## src/rtl/riscv_pkg.sv

```systemverilog
// RV32I encoding constants and the field-format enum shared by the encoder and decoder.
package riscv_pkg;

    localparam logic [6:0] R_TYPE = 7'b0110011;
    localparam logic [6:0] I_TYPE = 7'b0010011;
    localparam logic [6:0] STORE  = 7'b0100011;
    localparam logic [6:0] LOAD   = 7'b0000011;
    localparam logic [6:0] BRANCH = 7'b1100011;
    localparam logic [6:0] JALR   = 7'b1100111;
    localparam logic [6:0] JAL    = 7'b1101111;
    localparam logic [6:0] AUIPC  = 7'b0010111;
    localparam logic [6:0] LUI    = 7'b0110111;

    // addi x0, x0, 0
    localparam logic [31:0] NOP = 32'h0000_0013;

    typedef enum logic [2:0] {
        FmtR      = 3'd0,
        FmtI      = 3'd1,
        FmtIShift = 3'd2,
        FmtS      = 3'd3,
        FmtB      = 3'd4,
        FmtU      = 3'd5,
        FmtJ      = 3'd6,
        FmtIll    = 3'd7
    } fmt_t;

endpackage

```

## src/rtl/instr_pack.sv

```systemverilog
// Combinational RV32I packer: fields + immediate in, 32-bit word and an immediate-legality flag out.
module instr_pack
    import riscv_pkg::*;
(
    input  logic [2:0]  fmt_i,
    input  logic [6:0]  opcode_i,
    input  logic [4:0]  rd_i,
    input  logic [4:0]  rs1_i,
    input  logic [4:0]  rs2_i,
    input  logic [2:0]  funct3_i,
    input  logic [6:0]  funct7_i,
    input  logic [31:0] imm_i,
    output logic [31:0] word_o,
    output logic        illegal_o
);

    fmt_t fmt;
    logic fits12;
    logic fits13;
    logic fits21;

    assign fmt = fmt_t'(fmt_i);

    // Signed range checks: every bit above the field's sign bit must equal it.
    assign fits12 = (imm_i[31:11] == '0) || (imm_i[31:11] == '1);
    assign fits13 = (imm_i[31:12] == '0) || (imm_i[31:12] == '1);
    assign fits21 = (imm_i[31:20] == '0) || (imm_i[31:20] == '1);

    always_comb begin
        word_o    = NOP;
        illegal_o = 1'b0;
        case (fmt)
            FmtR: begin
                word_o = {funct7_i, rs2_i, rs1_i, funct3_i, rd_i, opcode_i};
            end
            FmtI: begin
                word_o    = {imm_i[11:0], rs1_i, funct3_i, rd_i, opcode_i};
                illegal_o = !fits12;
            end
            FmtIShift: begin
                word_o    = {funct7_i, imm_i[4:0], rs1_i, funct3_i, rd_i, opcode_i};
                illegal_o = |imm_i[31:5];
            end
            FmtS: begin
                word_o    = {imm_i[11:5], rs2_i, rs1_i, funct3_i, imm_i[4:0], opcode_i};
                illegal_o = !fits12;
            end
            FmtB: begin
                word_o    = {imm_i[12], imm_i[10:5], rs2_i, rs1_i, funct3_i,
                             imm_i[4:1], imm_i[11], opcode_i};
                illegal_o = imm_i[0] || !fits13;
            end
            FmtU: begin
                word_o    = {imm_i[31:12], rd_i, opcode_i};
                illegal_o = |imm_i[11:0];
            end
            FmtJ: begin
                word_o    = {imm_i[20], imm_i[10:1], imm_i[11], imm_i[19:12], rd_i, opcode_i};
                illegal_o = imm_i[0] || !fits21;
            end
            default: begin
                word_o    = NOP;
                illegal_o = 1'b1;
            end
        endcase
    end

endmodule

```

## src/rtl/instr_encoder_loader.sv

```systemverilog
// Streams decoded instruction fields into IMEM as packed RV32I words.
// Define ENCODER_RANGE_CHECK_EN to replace out-of-range instructions with NOP and flag them.
module instr_encoder_loader
    import riscv_pkg::*;
#(
    parameter int unsigned IMEM_WORDS = 1024,
    parameter logic [31:0] NOP_WORD   = NOP
) (
    input  logic        clk,
    input  logic        rst_n,
    input  logic        start,
    input  logic [31:0] base_addr,
    input  logic        in_valid,
    output logic        in_ready,
    input  logic [2:0]  in_fmt,
    input  logic [6:0]  in_opcode,
    input  logic [4:0]  in_rd,
    input  logic [4:0]  in_rs1,
    input  logic [4:0]  in_rs2,
    input  logic [2:0]  in_funct3,
    input  logic [6:0]  in_funct7,
    input  logic [31:0] in_imm,
    input  logic        in_last,
    output logic        imem_we,
    output logic [31:0] imem_addr,
    output logic [31:0] imem_wdata,
    input  logic        imem_ready,
    output logic        busy,
    output logic        done,
    output logic        err,
    output logic [31:0] err_addr,
    output logic        ovf,
    output logic [15:0] word_count
);

    typedef enum logic [1:0] {StIdle, StAccept, StWrite, StDone} state_t;

    state_t      state_q, state_d;
    logic [31:0] addr_q, addr_d;
    logic [31:0] wdata_q, wdata_d;
    logic        last_q, last_d;
    logic [15:0] word_count_q, word_count_d;
    logic        err_q, err_d;
    logic [31:0] err_addr_q, err_addr_d;
    logic        ovf_q, ovf_d;

    logic [31:0] pack_word;
    logic        pack_illegal;
    logic        bad;
    logic [31:0] count_next;
    logic        unused_base;

    instr_pack u_pack (
        .fmt_i     (in_fmt),
        .opcode_i  (in_opcode),
        .rd_i      (in_rd),
        .rs1_i     (in_rs1),
        .rs2_i     (in_rs2),
        .funct3_i  (in_funct3),
        .funct7_i  (in_funct7),
        .imm_i     (in_imm),
        .word_o    (pack_word),
        .illegal_o (pack_illegal)
    );

`ifdef ENCODER_RANGE_CHECK_EN
    assign bad = pack_illegal;
`else
    logic unused_illegal;
    assign unused_illegal = pack_illegal;
    assign bad            = 1'b0;
`endif

    assign unused_base = ^base_addr[1:0];
    assign count_next  = {16'd0, word_count_q} + 32'd1;

    always_comb begin
        state_d      = state_q;
        addr_d       = addr_q;
        wdata_d      = wdata_q;
        last_d       = last_q;
        word_count_d = word_count_q;
        err_d        = err_q;
        err_addr_d   = err_addr_q;
        ovf_d        = ovf_q;
        in_ready     = 1'b0;
        imem_we      = 1'b0;
        done         = 1'b0;
        case (state_q)
            StIdle: begin
                if (start) begin
                    state_d      = StAccept;
                    addr_d       = {base_addr[31:2], 2'b00};
                    word_count_d = '0;
                    err_d        = 1'b0;
                    err_addr_d   = '0;
                    ovf_d        = 1'b0;
                end
            end
            StAccept: begin
                in_ready = 1'b1;
                if (in_valid) begin
                    wdata_d = bad ? NOP_WORD : pack_word;
                    last_d  = in_last;
                    state_d = StWrite;
                    if (bad) begin
                        err_d = 1'b1;
                        if (!err_q) begin
                            err_addr_d = addr_q;
                        end
                    end
                end
            end
            StWrite: begin
                imem_we = 1'b1;
                if (imem_ready) begin
                    addr_d       = addr_q + 32'd4;
                    word_count_d = word_count_q + 16'd1;
                    if (last_q) begin
                        state_d = StDone;
                    end else if (count_next == IMEM_WORDS) begin
                        state_d = StDone;
                        ovf_d   = 1'b1;
                    end else begin
                        state_d = StAccept;
                    end
                end
            end
            StDone: begin
                done    = 1'b1;
                state_d = StIdle;
            end
            default: state_d = StIdle;
        endcase
    end

    always_ff @(posedge clk or negedge rst_n) begin
        if (!rst_n) begin
            state_q      <= StIdle;
            addr_q       <= '0;
            wdata_q      <= '0;
            last_q       <= 1'b0;
            word_count_q <= '0;
            err_q        <= 1'b0;
            err_addr_q   <= '0;
            ovf_q        <= 1'b0;
        end else begin
            state_q      <= state_d;
            addr_q       <= addr_d;
            wdata_q      <= wdata_d;
            last_q       <= last_d;
            word_count_q <= word_count_d;
            err_q        <= err_d;
            err_addr_q   <= err_addr_d;
            ovf_q        <= ovf_d;
        end
    end

    assign imem_addr  = addr_q;
    assign imem_wdata = wdata_q;
    assign busy       = (state_q != StIdle);
    assign err        = err_q;
    assign err_addr   = err_addr_q;
    assign ovf        = ovf_q;
    assign word_count = word_count_q;

endmodule

```

## config.mk

```make
export PLATFORM = sky130hd
export DESIGN_NAME = instr_encoder_loader
export DESIGN_NICKNAME = d
export VERILOG_FILES = /design/src/rtl/riscv_pkg.sv /design/src/rtl/instr_pack.sv /design/src/rtl/instr_encoder_loader.sv
export SDC_FILE = /design/constraint.sdc
export NUM_CORES = 1
export LEC_CHECK = 0
export BUFFER_PORTS_ARGS = -buffer_cell sky130_fd_sc_hd__buf_2
export CORE_ASPECT_RATIO = 1.25
export CORE_MARGIN = 8
export CORE_UTILIZATION = 53
export DETAILED_ROUTE_END_ITERATION = 12
export PLACE_DENSITY = 0.87
export SLEW_MARGIN = 25
export SYNTH_ARGS = -nofsm -noshare
export SYNTH_HDL_FRONTEND = slang
export SYNTH_SLANG_ARGS = --single-unit
```

## constraint.sdc

```tcl
create_clock -name clk -period 3.9 [get_ports clk]
set_input_delay 0.195 -clock clk [delete_from_list [all_inputs] [get_ports clk]]
set_output_delay 0.195 -clock clk [all_outputs]
set_load 0.01 [all_outputs]
```

Word-level counts from Yosys, hierarchy flattened
Cells that the tools add are included.
Operators by class
  add/subtract/negate cells: 3
  multipliers: 0
  divide/modulo/power cells: 0
  $lt $le $gt $ge: 0
  eq/ne operators: 15
  shifts and indexed selects: 0
  multiplexer cells: 21
  bitwise logic cells: 0
  reductions and logical operators: 8
Operators with widths (number)
  case mux 32 bit (7 select lines): 1
  two-way mux 32 bit: 2
  case mux 32 bit (2 select lines): 1
  adder 32 x 3 -> 32 bit, second input constant: 1
  two-way mux 16 bit: 2
  case mux 16 bit (2 select lines): 1
  adder 16 x 1 -> 17 bit, second input constant: 1
  == test 17 x 11 -> 1 bit, second input constant: 1
  adder 16 x 1 -> 16 bit, second input constant: 1
  two-way mux 2 bit: 5
  inequality test 2 bit, second input constant: 5
  == test 3 bit, second input constant: 3
  case mux 2 bit (4 select lines): 1
  two-way mux 1 bit: 7
  == test 3 x 2 -> 1 bit, second input constant: 2
  AND reduction 3 bit: 2
  AND reduction 5 bit: 1
  == test 2 bit, second input constant: 2
  nonzero test 2 bit: 2
  == test 3 x 1 -> 1 bit, second input constant: 1
  logical NOT 3 bit: 1
  == test 2 x 1 -> 1 bit, second input constant: 1
  logical NOT 2 bit: 1
  case mux 1 bit (2 select lines): 1
  AND reduction 2 bit: 1
Storage, ports and cells
  register bits: 84
  bits in latches: 0
  bits in writable memories: 0
  bits in read-only memories: 0
  input port bits: 105
  output and inout port bits: 118
  word-level logic and storage cells: 53
  memories: 0

Longest topological paths before layout
Gate-level depths: netlist of run 1.
  depth in word-level cells: 6
  mapped depth: 8
  gate-level depth less buffers: 7

By module
A second synthesis of run 1 with hierarchy kept.
Unflattened totals
  cell total of the unflattened synthesis: 635
  area total of the unflattened synthesis: 5464.0 µm²
Modules (own cells, without submodules)
  instr_encoder_loader: instances 1, cells an instance 467, area each 4476.8 µm², seq. area each 2052.0 µm²
  instr_pack: instances 1, cells an instance 168, area each 987.2 µm², seq. area each 0.0 µm²

Worst setup path after synthesis of run 1
OpenSTA, ideal clock, no wires.
  path type: flip-flop to flip-flop
  start point: register word_count_q[0], in the netlist word_count[0]
  end point: register ovf_q, in the netlist ovf
  library setup time: 77 ps
  arrival time: 1797 ps
  data required time: 3823 ps
  path slack: 2026 ps
  stages on the path, launching flop included: 9
  path buffers: 1
  period minus slack after synthesis: 1874 ps
  cell sequence: dfrtp_1 > ha_1 > nand3_1 > nor2_2 > and3_1 > buf_2 > xor2_1 > nand4_1 > o21ai_1
On the way
  cells in the longest elaborated chain, start to end: 4
RTL lines
  from (decl): line instr_encoder_loader.sv:42  | logic [15:0] word_count_q, word_count_d;
  from (signal assigned): line instr_encoder_loader.sv:152  | word_count_q <= word_count_d;
  adder 16 x 1 -> 17 bit: line instr_encoder_loader.sv:75  | assign count_next = {16'd0, word_count_q} + 32'd1;
  == test 17 x 11 -> 1 bit: line instr_encoder_loader.sv:121  | end else if (count_next == IMEM_WORDS) begin
  inequality test 2 bit (no source line)
  AND reduction 5 bit (no source line)
  to (signal assigned): line instr_encoder_loader.sv:155  | ovf_q <= ovf_d;
  to (decl): line instr_encoder_loader.sv:45  | logic ovf_q, ovf_d;
No other way between the ends.
A chain may end at the register's enable or synchronous reset.

Final worst setup path of run 1
  start point: register state_q[0]
  end point: register addr_q[17], in the netlist imem_addr[17]
On the way
  cells in the longest elaborated chain, start to end: 3
  elaborated cells on any way between the ends: 7
  classes of those cells: eq/ne (3); mux (1); reduce/logical (3)
RTL lines
  from (decl): line instr_encoder_loader.sv:38  | state_t state_q, state_d;
  from (signal assigned): line instr_encoder_loader.sv:139  | state_q <= StIdle;
  from (signal assigned): line instr_encoder_loader.sv:148  | state_q <= state_d;
  == test 2 bit / logical NOT 2 bit (equally long branches): line instr_encoder_loader.sv:89  | case (state_q)
  inequality test 2 bit (no source line) / nonzero test 2 bit (equally long branches)
  AND reduction 3 bit (no source line)
  to (signal assigned): line instr_encoder_loader.sv:149  | addr_q <= addr_d;
  to (decl): line instr_encoder_loader.sv:39  | logic [31:0] addr_q, addr_d;
Several ways; a longest one is shown, not always the timed one.

==> results.md, run 1 <==
* Run status: finished clean
* Antenna-violating nets left at 0
* Cell area after layout at around 6400 um^2
* Area of placed instances at roughly 6100 um^2
* Final routed wirelength across all metal layers at 15,500 um
* Initial antenna violation count at 0
* Total Die Area at around 14,000 um^2
* Violation count after the first detailed-route iteration at 274
* Setup repair after global routing missed its margin: false
* Later-pin clock latency in the skew report at 0.33 ns
* CTS sink cnt at 82
* Post-synth design cell area at between 5000 and 6000 um^2
* Number of warning messages in the yosys log at 0
* Sum of negative setup slack at 0 ns
* Leakage Power at between 3 and 4 nW
* Biggest fanout along the worst timing path at 30
* Number of buffers between clock root and the deepest sink at 2
* Post-route DRC violation count at 0
* Category of the most critical setup path: flip-flop to flip-flop
* Hold WS at about 0.063 ns
* Number of maximum-capacitance violations at 0
* Post-synthesis to final-layout area growth at 20.0%
* Critical path launch point type: flip-flop
* Prevailing post-synth register cell: dfrtp_1
* Horizontal die dimension at around 110 um
* Share of synthesized area occupied by flip-flops and latches at 0.385
* Average instance area after synthesis at between 8 and 9 um^2
* Sum of internal, switching and leakage power at around 3.7 mW
* Fraction of power consumed by the clock network at 0.208
* Relative slew margins at 0.404
* Vias at 5,386
* Required time of the critical path at slightly above 4 ns
* Root Buffer Master: clkbuf_16
* Wire length of the first global-routing pass at around 25,000 um
* Total I/O pin count at approximately 220
* Proportion of power drawn by combinational gates at 0.385
* Fraction of layout cells with a size suffix above 1 at 0.273
* Internal portion of total power at ~2.2 mW
* Setup-failing EPs final at 0
* Shortest clock period the worst path allows after layout at approximately 2.2 ns
* Total power density per cell area at 578 nW/um^2
* Class of the most critical hold timing path: input pin to flip-flop
* Number of hold-slack violations in the final timing report at 0
* Clock transition at the registers of the reported paths at 0.06 ns
* GRT Overall Usage at 0.225
* Number of vias per cell after detailed routing at just under 6
* Placed Instances at a little over 900
* Peak clock frequency supported by timing at 458 MHz
* Effective utilization at floorplan at 0.535
* Utilization after layout at 0.643
* TritonCTS clock tree: done
* Die Span Y at approximately 130 um
* Clock buffer count from CTS at 9
* Slew at the pin closest to its max-slew limit at between 0.8 and 0.9 ns
* Overflow left after global routing at 0
* Crit path setup slack, layout at between 1.5 and 2 ns
* WP data arrival at roughly 2.4 ns
* Number of max-slew violations in the final report at 0
* Number of unique standard cell types used by synthesis at 58
* Count of flip-flops with a built-in enable after synthesis at 0
* Max Clock Skew at roughly 0.0052 ns
* HPWL reported at the end of detailed placement at between 10,000 and 15,000 um
* Drt pass-1 iters at 6
* Row cnt at between 40 and 50
* Inserted Diodes at 0
* Category of the worst setup path capture point: flip-flop
* Vias in the first global route at 5,237
* Largest net degree at the start of global routing at between 60 and 70
* IR drop worst, VDD at 0.253 mV
* Setup Fix Bufs, Post-CTS at 0
* Weighted congestion reported at the end of routability-driven placement at just over 0.8
* #FFs+latches synth at 82
* Count of placed standard cells in the final layout, fillers left out at 934
* IO Port Bufs at ~190
* Post-Place Worst Slack at approximately 1.7 ns
* Sw power at about 1.5 mW
* Final Cycle Share at 0.560
* Power share of the sequential group at 0.408
* Final net count at 910
* H-tree depth at 3
* Switching share of total power at 0.404
* Wire length per cell at 16.6 um
* Area inside the core boundary at between 9000 and 10,000 um^2
* Asr flop ratio synth at 1.00
* Mapped Cells at approximately 650
[per-layer routing]
| metal | up-vias | GRT usage | routed length, um |
|---|---|---|---|
| met5 | - | 0 | 0 |
| met4 | 0 | 0.0896 | 291 |
| met3 | 27 | 0.0644 | 1410 |
| met2 | 262 | 0.384 | 7720 |
| met1 | 2503 | 0.259 | 6130 |
| li1 | 2594 | - | - |
[state kept, by name (all words and copies together) (netlist names)]
signal,flops
ovf,1
imem_addr,30
imem_wdata,32
last_q,1
word_count,16
state_q,2
[cells in the final DEF (no fill, tap or decap), types with 16 or more instances in the layout]
cell type and instances:
nor2_1 26, o21ai_0 82, conb_1 35, nor2b_1 28, buf_2 184, nand2_1 89, dfrtp_1 82, nand3_1 30
a21oi_1 40, nand4_1 16
[power groups by stage]
stage | clock (mW) | combinational, mW | sequential (mW)
floorplan | 0 | 0.738 | 1.59
global placement | 0 | 1.41 | 1.49
detailed placement | 0 | 1.44 | 1.50
CTS | 0.782 | 1.44 | 1.50
global route | 0.813 | 1.59 | 1.56
finish | 0.767 | 1.42 | 1.51
[critical path, cell delays in order (launching register included)]
cell	delay (ns)
dfrtp_1	0.41
nor2_1	0.10
and2_1	0.16
buf_4	0.22
nor2_2	0.53
buf_4	0.35
o21ai_0	0.13
o311ai_0	0.14
[cells in the mapped netlist (all sizes together) (4+ instances only)]
cell / instances / area, um^2
inv: 9 / 33.8
nor3b: 9 / 83.8
a221o: 10 / 100
mux2: 7 / 78.8
nand2b: 14 / 87.6
buf: 47 / 337
and3: 16 / 105
a211oi: 6 / 45.0
a311oi: 11 / 96.3
o21ai: 86 / 434
o311ai: 9 / 78.8
a31oi: 12 / 75.1
clkbuf: 34 / 128
nor3: 5 / 30.0
a22o: 11 / 96.3
nor2b: 28 / 175
dfrtp: 82 / 2050
nor2: 28 / 108
a22oi: 4 / 30.0
nand4: 16 / 100
and2: 6 / 37.5
nand3: 31 / 168
nand2: 90 / 338
a21oi: 40 / 200
[path summary, 6_finish.rpt]
check | startpoint | slack (ns) | depth (start not counted) | end
setup / recovery | state_q[0]$_DFFE_PN0P_ | 1.72 | 7 | imem_addr[17]$_DFFE_PN0P_
hold / removal | base_addr[30] | 0.06 | 3 | imem_addr[30]$_DFFE_PN0P_
setup reg to reg | state_q[0]$_DFFE_PN0P_ | 1.72 | 7 | imem_addr[17]$_DFFE_PN0P_
hold reg to reg | imem_wdata[22]$_DFFE_PN0P_ | 0.47 | 2 | imem_wdata[22]$_DFFE_PN0P_
max in group asynchronous | rst_n | 2.59 | 3 | imem_wdata[30]$_DFFE_PN0P_
min in group asynchronous | rst_n | 0.43 | 2 | word_count[9]$_DFFE_PN0P_
[final cells by class]
class	instances	area [um^2]
Tap cell	129	161
Multi-Input combinational cell	508	2910
Inverter	9	33.8
Fill cell	871	3560
Timing Repair Buffer	192	983
Sequential cell	82	2050
Clock buffer	14	254
[cell families (layout without fill, tap and decap cells)]
| logic type | Yosys count | in the layout | synth area share |
|---|---|---|---|
| adder cells (fa/ha/maj) | 3 | 3 | 0.00704 |
| XOR/XNOR | 4 | 4 | 0.00658 |
| AND/OR/NAND/NOR | 252 | 252 | 0.246 |
| buffers and inverters | 90 | 215 | 0.0934 |
| AO/OA/AOI/OAI | 205 | 205 | 0.243 |
| other | 1 | 35 | 0.000704 |
| multiplexers | 9 | 9 | 0.0185 |
| flip-flops | 82 | 82 | 0.385 |
[what timing repair did]
item	4_1_cts	5_1_grt
hold buffers	1	0
gates resized for setup	0	0
endpoints found under the hold margin	51	0
No activity file was read; power rests on OpenSTA's default activity.
==> run 2, diff against run 1 <==
Settings changed: CORE_UTILIZATION 53 to 44, PLACE_DENSITY 0.87 to 0.77.
Clock period 3.9 ns to 1.9 ns, I/O delays scaled along.
==> run 2 against run 1 <==
Clock power grew to 2.5 times the previous value. Clock skew increased by 0.0019 ns. Flip-flop and latch count did not move. Utilization decreased by 3.6 points. Largest cell class unchanged. Non-clock buffer count rose by 79. Global-route usage is 0.22 points lower.
==> results.md, run 2 (same netlist as run 1, synthesis figures left out) <==
* Run status: finished clean
* Post-Place Worst Slack at 0.000748 ns (-1.71 ns)
* Fraction of layout cells with a size suffix above 1 at 0.318 (+0.0450)
* Final net count at 989 (+8.7%)
* Wire length per cell at 16.9 um (+1.8%)
* Die Span Y at 139 um (+8.5%)
* Weighted congestion reported at the end of routability-driven placement at 0.851 (+5.7%)
* Wire length of the first global-routing pass at 28,900 um (+15%)
* Inserted Diodes at 0 (unchanged)
* Setup-failing EPs final at 0 (unchanged)
* Slew at the pin closest to its max-slew limit at 0.560 ns (-0.333 ns)
* Antenna-violating nets left at 0 (unchanged)
* Category of the worst setup path capture point: flip-flop
* IO Port Bufs at 185 (unchanged)
* CTS sink cnt at 82 (unchanged)
* Row cnt at 45 (+9.8%)
* IR drop worst, VDD at 0.584 mV (+130%)
* Commonest cells after routing, fill and taps aside: buf_2, nand2_1, o21ai_0, dfrtp_1, buf_4
* Post-route DRC violation count at 0 (unchanged)
* Root Buffer Master: clkbuf_16
* Number of hold-slack violations in the final timing report at 0 (unchanged)
* Class of the most critical hold timing path: input pin to flip-flop
* Clock transition at the registers of the reported paths at 0.06 ns (about the same)
* FF+latch area at 2060 um^2 (+0.18%)
* Vias at 5,746 (+6.7%)
* Leakage Power at 3.51 nW (+14%)
* Drt pass-1 iters at 5 (-1)
* Peak clock frequency supported by timing at 540 MHz (+18%)
* Later-pin clock latency in the skew report at 0.34 ns (about the same)
* Crit path setup slack, layout at 0.0490 ns (-1.67 ns)
* Violation count after the first detailed-route iteration at 331 (+21%)
* WP data arrival at 2.11 ns (-0.26 ns)
* HPWL reported at the end of detailed placement at 12,800 um (+13%)
* GRT Overall Usage at 0.223 (-0.00218)
* Number of buffers between clock root and the deepest sink at 2 (unchanged)
* Final routed wirelength across all metal layers at 17,800 um (+14%)
* Total Die Area at 15,900 um^2 (+18%)
* Post-synthesis to final-layout area growth at 36.5%
* Number of vias per cell after detailed routing at 5.47 (-5.1%)
* Most common cell after layout, fill and taps aside: buf_2
* Multi-input logic area at 2960 um^2 (+1.5%)
* Clock buffer count from CTS at 9 (unchanged)
* Cell area after layout at 7270 um^2 (+14%)
* Horizontal die dimension at 114 um (+8.3%)
* Number of flip-flops in the largest register at 32 (unchanged)
* Area of placed instances at 6520 um^2 (+6.3%)
* Shortest clock period the worst path allows after layout at 1.85 ns (-0.333 ns)
* Total I/O pin count at 223 (unchanged)
* Total power density per cell area at 1160 nW/um^2 (+100%)
* H-tree depth at 3 (unchanged)
* Final Cycle Share at 0.974 (+0.414)
* Relative slew margins at 0.627 (+0.222)
* Number of maximum-capacitance violations at 0 (unchanged)
* TritonCTS clock tree: done
* Critical path launch point type: flip-flop
* Overflow left after global routing at 0 (unchanged)
* Area inside the core boundary at 12,000 um^2 (+21%)
* Fill cell total of the finished layout at 1,058 (+21%)
* Vias in the first global route at 5,746 (+9.7%)
* Max Clock Skew at 0.00702 ns (+0.00185 ns)
* Category of the most critical setup path: flip-flop to flip-flop
* Required time of the critical path at 2.16 ns (-1.93 ns)
* Effective utilization at floorplan at 0.444 (-0.0911)
* Initial antenna violation count at 0 (unchanged)
* Largest net degree at the start of global routing at 44 (-29%)
* Setup repair after global routing missed its margin: true
* Biggest fanout along the worst timing path at 6 (-80%)
* Number of max-slew violations in the final report at 0 (unchanged)
[run 2: cell types whose count changed in the layout (fill, tap and decap cells not counted), sizes merged]
cell | previous run | this run
buf | 191 | 235
bufinv | 0 | 2
clkbuf | 14 | 10
clkinv | 0 | 3
clkinvlp | 0 | 1
dlygate4sd3 | 1 | 36
[run 2: layer usage]
| metal | wire, um | GRT usage | part of all wire | vias to the layer above |
|---|---|---|---|---|
| li1 | - | - | - | 2760 |
| met2 | 9070 | 0.388 | 0.51 | 239 |
| met4 | 334 | 0.0878 | 0.019 | 0 |
| met1 | 6930 | 0.247 | 0.39 | 2720 |
| met5 | 0 | 0 | 0 | - |
| met3 | 1460 | 0.0649 | 0.082 | 27 |
[run 2: power breakdown]
group          switching [mW]  leakage (nW)  internal [mW]  total (mW)
clock                   0.732         0.159           1.19        1.92
sequential              0.534          1.04           2.40        2.93
combinational            2.04          2.30           1.55        3.59
[run 2: path summary, 6_finish.rpt]
path                                      startpoint                    endpoint  slack (ns)  cells after the start
hold / removal                         base_addr[28]   imem_addr[28]$_DFFE_PN0P_        0.01                      3
setup / recovery           word_count[1]$_DFFE_PN0P_             ovf$_DFFE_PN0P_        0.05                      7
min in group asynchronous                      rst_n  word_count[11]$_DFFE_PN0P_        0.29                      2
setup reg to reg           word_count[1]$_DFFE_PN0P_             ovf$_DFFE_PN0P_        0.05                      7
hold reg to reg            imem_wdata[7]$_DFFE_PN0P_   imem_wdata[7]$_DFFE_PN0P_        0.48                      2
max in group asynchronous                      rst_n    imem_addr[2]$_DFFE_PN0P_        1.03                      3
[run 2: layout make-up]
cell class,instances,share of cell area
Inverter,9,0.00464
Timing Repair Buffer,271,0.233
Multi-Input combinational cell,508,0.407
Clock inverter,6,0.0124
Sequential cell,82,0.283
Clock buffer,10,0.0329
Tap cell,164,0.0282
[run 2: worst max-delay path, cell delays in order (launching register included)]
cell      delay (ns)
dfrtp_2         0.41
ha_2            0.25
a21boi_0        0.20
a21oi_1         0.09
o32ai_1         0.30
and3_1          0.22
nand4_1         0.13
o21ai_1         0.17
[run 2: what timing repair did]
item | in CTS | in global routing
buffers inserted | 0 | 2
endpoints found under the hold margin | 72 | 0
endpoints found under the setup margin | 1 | 10
hold buffers | 36 | 0
gates resized for setup | 1 | 16
pin swaps | 0 | 3
[run 2: stage by stage]
step | setup TNS, ns | hold slack, ns | utilization | power [mW] | instances
detailed placement | 0 | 0.129 | 0.543 | 6.42 | 996
floorplan | 0 | -0.201 | - | 4.78 | 680
CTS | 0 | 0.000152 | 0.601 | 8.44 | 1048
global placement | 0 | 0.119 | 0.543 | 6.33 | 996
finish | 0 | 0.0119 | 0.606 | 8.44 | 1050
global route | -0.0472 | 0.00414 | 0.606 | 9.01 | 1050
==> run 3, diff against run 2 <==
==> constraint.sdc (replaced) <==
create_clock -name clk -period 1.9 [get_ports clk]
set_input_delay 0.38 -clock clk [delete_from_list [all_inputs] [get_ports clk]]
set_output_delay 0.38 -clock clk [all_outputs]
set_load 0.02 [all_outputs]
==> run 3 against run 2 <==
Setup slack better by 0.053 ns. Combinational power up 11%. Sequential share of layout area up 1.3 points. First-iteration DRC count down 12%. Critical endpoint is now state_q[1]$_DFFE_PN0P_.
==> results.md, run 3 (same netlist as run 1, synthesis figures left out) <==
* Number of hold-slack violations in the final timing report at 0 (unchanged)
* Horizontal die dimension at 114 um (unchanged)
* HPWL reported at the end of detailed placement at 12,800 um (+0.38%)
* Initial antenna violation count at 0 (unchanged)
* Number of buffers between clock root and the deepest sink at 2 (unchanged)
* Required time of the critical path at 2.15 ns (about the same)
* Sum of internal, switching and leakage power at 8.73 mW (+3.4%)
* Total I/O pin count at 223 (unchanged)
* Later-pin clock latency in the skew report at 0.33 ns (about the same)
* Wire length of the first global-routing pass at 26,800 um (-7.2%)
* Leakage Power at 3.40 nW (-3.1%)
* Class of the most critical hold timing path: input pin to flip-flop
* Cell area after layout at 6960 um^2 (-4.3%)
* Row cnt at 45 (unchanged)
* Largest net degree at the start of global routing at 47 (+6.8%)
* Critical path launch point type: flip-flop
* Final net count at 962 (-2.7%)
* Multi-input logic area at 2950 um^2 (-0.34%)
* Worst path slowest cell: dfrtp_2
* Worst Path Buf+Inv at 1 (+1)
* Critical Path Max Stage Delay at 0.45 ns (+0.04 ns)
* Slew at the pin closest to its max-slew limit at 0.713 ns (+0.153 ns)
* Area of placed instances at 6570 um^2 (+0.81%)
* IR drop worst, VDD at 0.628 mV (+7.6%)
* Vias in the first global route at 5,454 (-5.1%)
* Clock buffer count from CTS at 9 (unchanged)
* IO Port Bufs at 185 (unchanged)
* Area inside the core boundary at 12,000 um^2 (unchanged)
* Setup repair after global routing missed its margin: true
* Inserted Diodes at 0 (unchanged)
* Number of vias per cell after detailed routing at 5.42 (-0.97%)
* Category of the most critical setup path: flip-flop to flip-flop
* Violation count after the first detailed-route iteration at 291 (-12%)
* Overflow left after global routing at 0 (unchanged)
* Category of the worst setup path capture point: flip-flop
* Total power density per cell area at 1250 nW/um^2 (+8.1%)
* Max Clock Skew at 0.00815 ns (+0.00114 ns)
* Most common cell after layout, fill and taps aside: buf_2
* Antenna-violating nets left at 0 (unchanged)
* Setup-failing EPs final at 0 (unchanged)
* WP data arrival at 2.05 ns (-0.06 ns)
* Wire length per cell at 16.2 um (-4.6%)
* Fill cell total of the finished layout at 1,086 (+2.6%)
* Root Buffer Master: clkbuf_16
* H-tree depth at 3 (unchanged)
* Die Span Y at 139 um (unchanged)
* Number of flip-flops in the largest register at 32 (unchanged)
* Effective utilization at floorplan at 0.444 (unchanged)
* Final Cycle Share at 0.946 (-0.0278)
* Fraction of layout cells with a size suffix above 1 at 0.335 (+0.0170)
* Sum of negative setup slack at 0 ns (unchanged)
* TritonCTS clock tree: done
* Drt pass-1 iters at 6 (+1)
* Commonest cells after routing, fill and taps aside: buf_2, nand2_1, o21ai_0, dfrtp_1, buf_4
* Series of cell instances along the critical path: buf_4, and4_1, nand2_1, mux2_2, o22ai_1, nand4_1, o21ai_1
* Peak clock frequency supported by timing at 556 MHz (+2.9%)
* Weighted congestion reported at the end of routability-driven placement at 0.830 (-2.5%)
* Relative slew margins at 0.524 (-0.103)
* Number of max-slew violations in the final report at 0 (unchanged)
* Shortest clock period the worst path allows after layout at 1.80 ns (-0.0529 ns)
* Biggest fanout along the worst timing path at 7 (+1)
* Delay-heaviest family, CP: flip-flops
* Post-route DRC violation count at 0 (unchanged)
* Clock transition at the registers of the reported paths at 0.07 ns (about the same)
* Post-synthesis to final-layout area growth at 30.6%
* CTS sink cnt at 82 (unchanged)
* Total Die Area at 15,900 um^2 (unchanged)
* Run status: finished clean
* Vias at 5,544 (-3.5%)
* Final routed wirelength across all metal layers at 16,500 um (-7.1%)
* GRT Overall Usage at 0.206 (-0.0170)
* Number of maximum-capacitance violations at 0 (unchanged)
* FF+latch area at 2060 um^2 (unchanged)
==> run 3: changes by cell type in the layout (fill, tap and decap cells not counted), sizes merged <==
cell / previous run / this run
dlygate4sd3: 36 / 1
buf: 235 / 243
clkinv: 3 / 5
bufinv: 2 / 1
clkinvlp: 1 / 0
==> run 3: path summary, 6_finish.rpt <==
path,cells past startpoint,slack (ns),startpoint,end
max,7,0.10,word_count[1]$_DFFE_PN0P_,state_q[1]$_DFFE_PN0P_
min,3,0.25,base_addr[30],imem_addr[30]$_DFFE_PN0P_
max reg2reg,7,0.10,word_count[1]$_DFFE_PN0P_,state_q[1]$_DFFE_PN0P_
min reg2reg,2,0.48,imem_wdata[16]$_DFFE_PN0P_,imem_wdata[16]$_DFFE_PN0P_
max in group asynchronous,3,0.85,rst_n,imem_addr[7]$_DFFE_PN0P_
min in group asynchronous,2,0.51,rst_n,imem_addr[2]$_DFFE_PN0P_
==> run 3: layout make-up <==
type / count / area share
Inverter: 9 / 0.00486
Sequential cell: 82 / 0.295
Clock inverter: 6 / 0.00953
Multi-Input combinational cell: 508 / 0.423
Clock buffer: 10 / 0.0343
Tap cell: 164 / 0.0295
Timing Repair Buffer: 244 / 0.203
==> run 3: timing repair <==
action | CTS | global route
hold endpoints to repair | 24 | 0
endpoints found under the setup margin | 1 | 7
setup buffers | 0 | 5
hold buffers | 1 | 0
pin swaps | 0 | 2
gates resized for setup | 1 | 11
==> run 3: worst reg2reg max path: cells and delay by family, from the launching register on <==
family                 cells  cell delay (ns)
flip-flops                 1             0.45
buffers and inverters      1             0.15
AND/OR/NAND/NOR            3             0.45
multiplexers               1             0.34
AO/OA/AOI/OAI              2             0.33
==> run 3: report_power, final <==
group          leakage [nW]  internal (mW)  switching [mW]
clock network         0.152           1.06           0.734
registers              1.04           2.40           0.543
logic                  2.20           1.52            2.47
total                  3.40           4.98            3.75
==> run 3: through the flow <==
step | setup WS (ns) | utilization | cells | hold WS, ns
after floorplan | 0.00813 | - | 680 | 0.0844
after global placement | 0.129 | 0.548 | 1001 | 0.333
after detailed placement | 0.0898 | 0.548 | 1001 | 0.327
after CTS | 0.0156 | 0.574 | 1018 | 0.235
after global routing | -0.0596 | 0.580 | 1023 | 0.251
final | 0.102 | 0.580 | 1023 | 0.245
==> run 3: per-layer routing <==
layer / wire length (um) / vias to the layer above / track usage
met5: 0 / - / 0
met4: 283 / 0 / 0.0682
met3: 1600 / 20 / 0.0688
met2: 8080 / 249 / 0.349
met1: 6580 / 2577 / 0.236
li1: - / 2698 / -
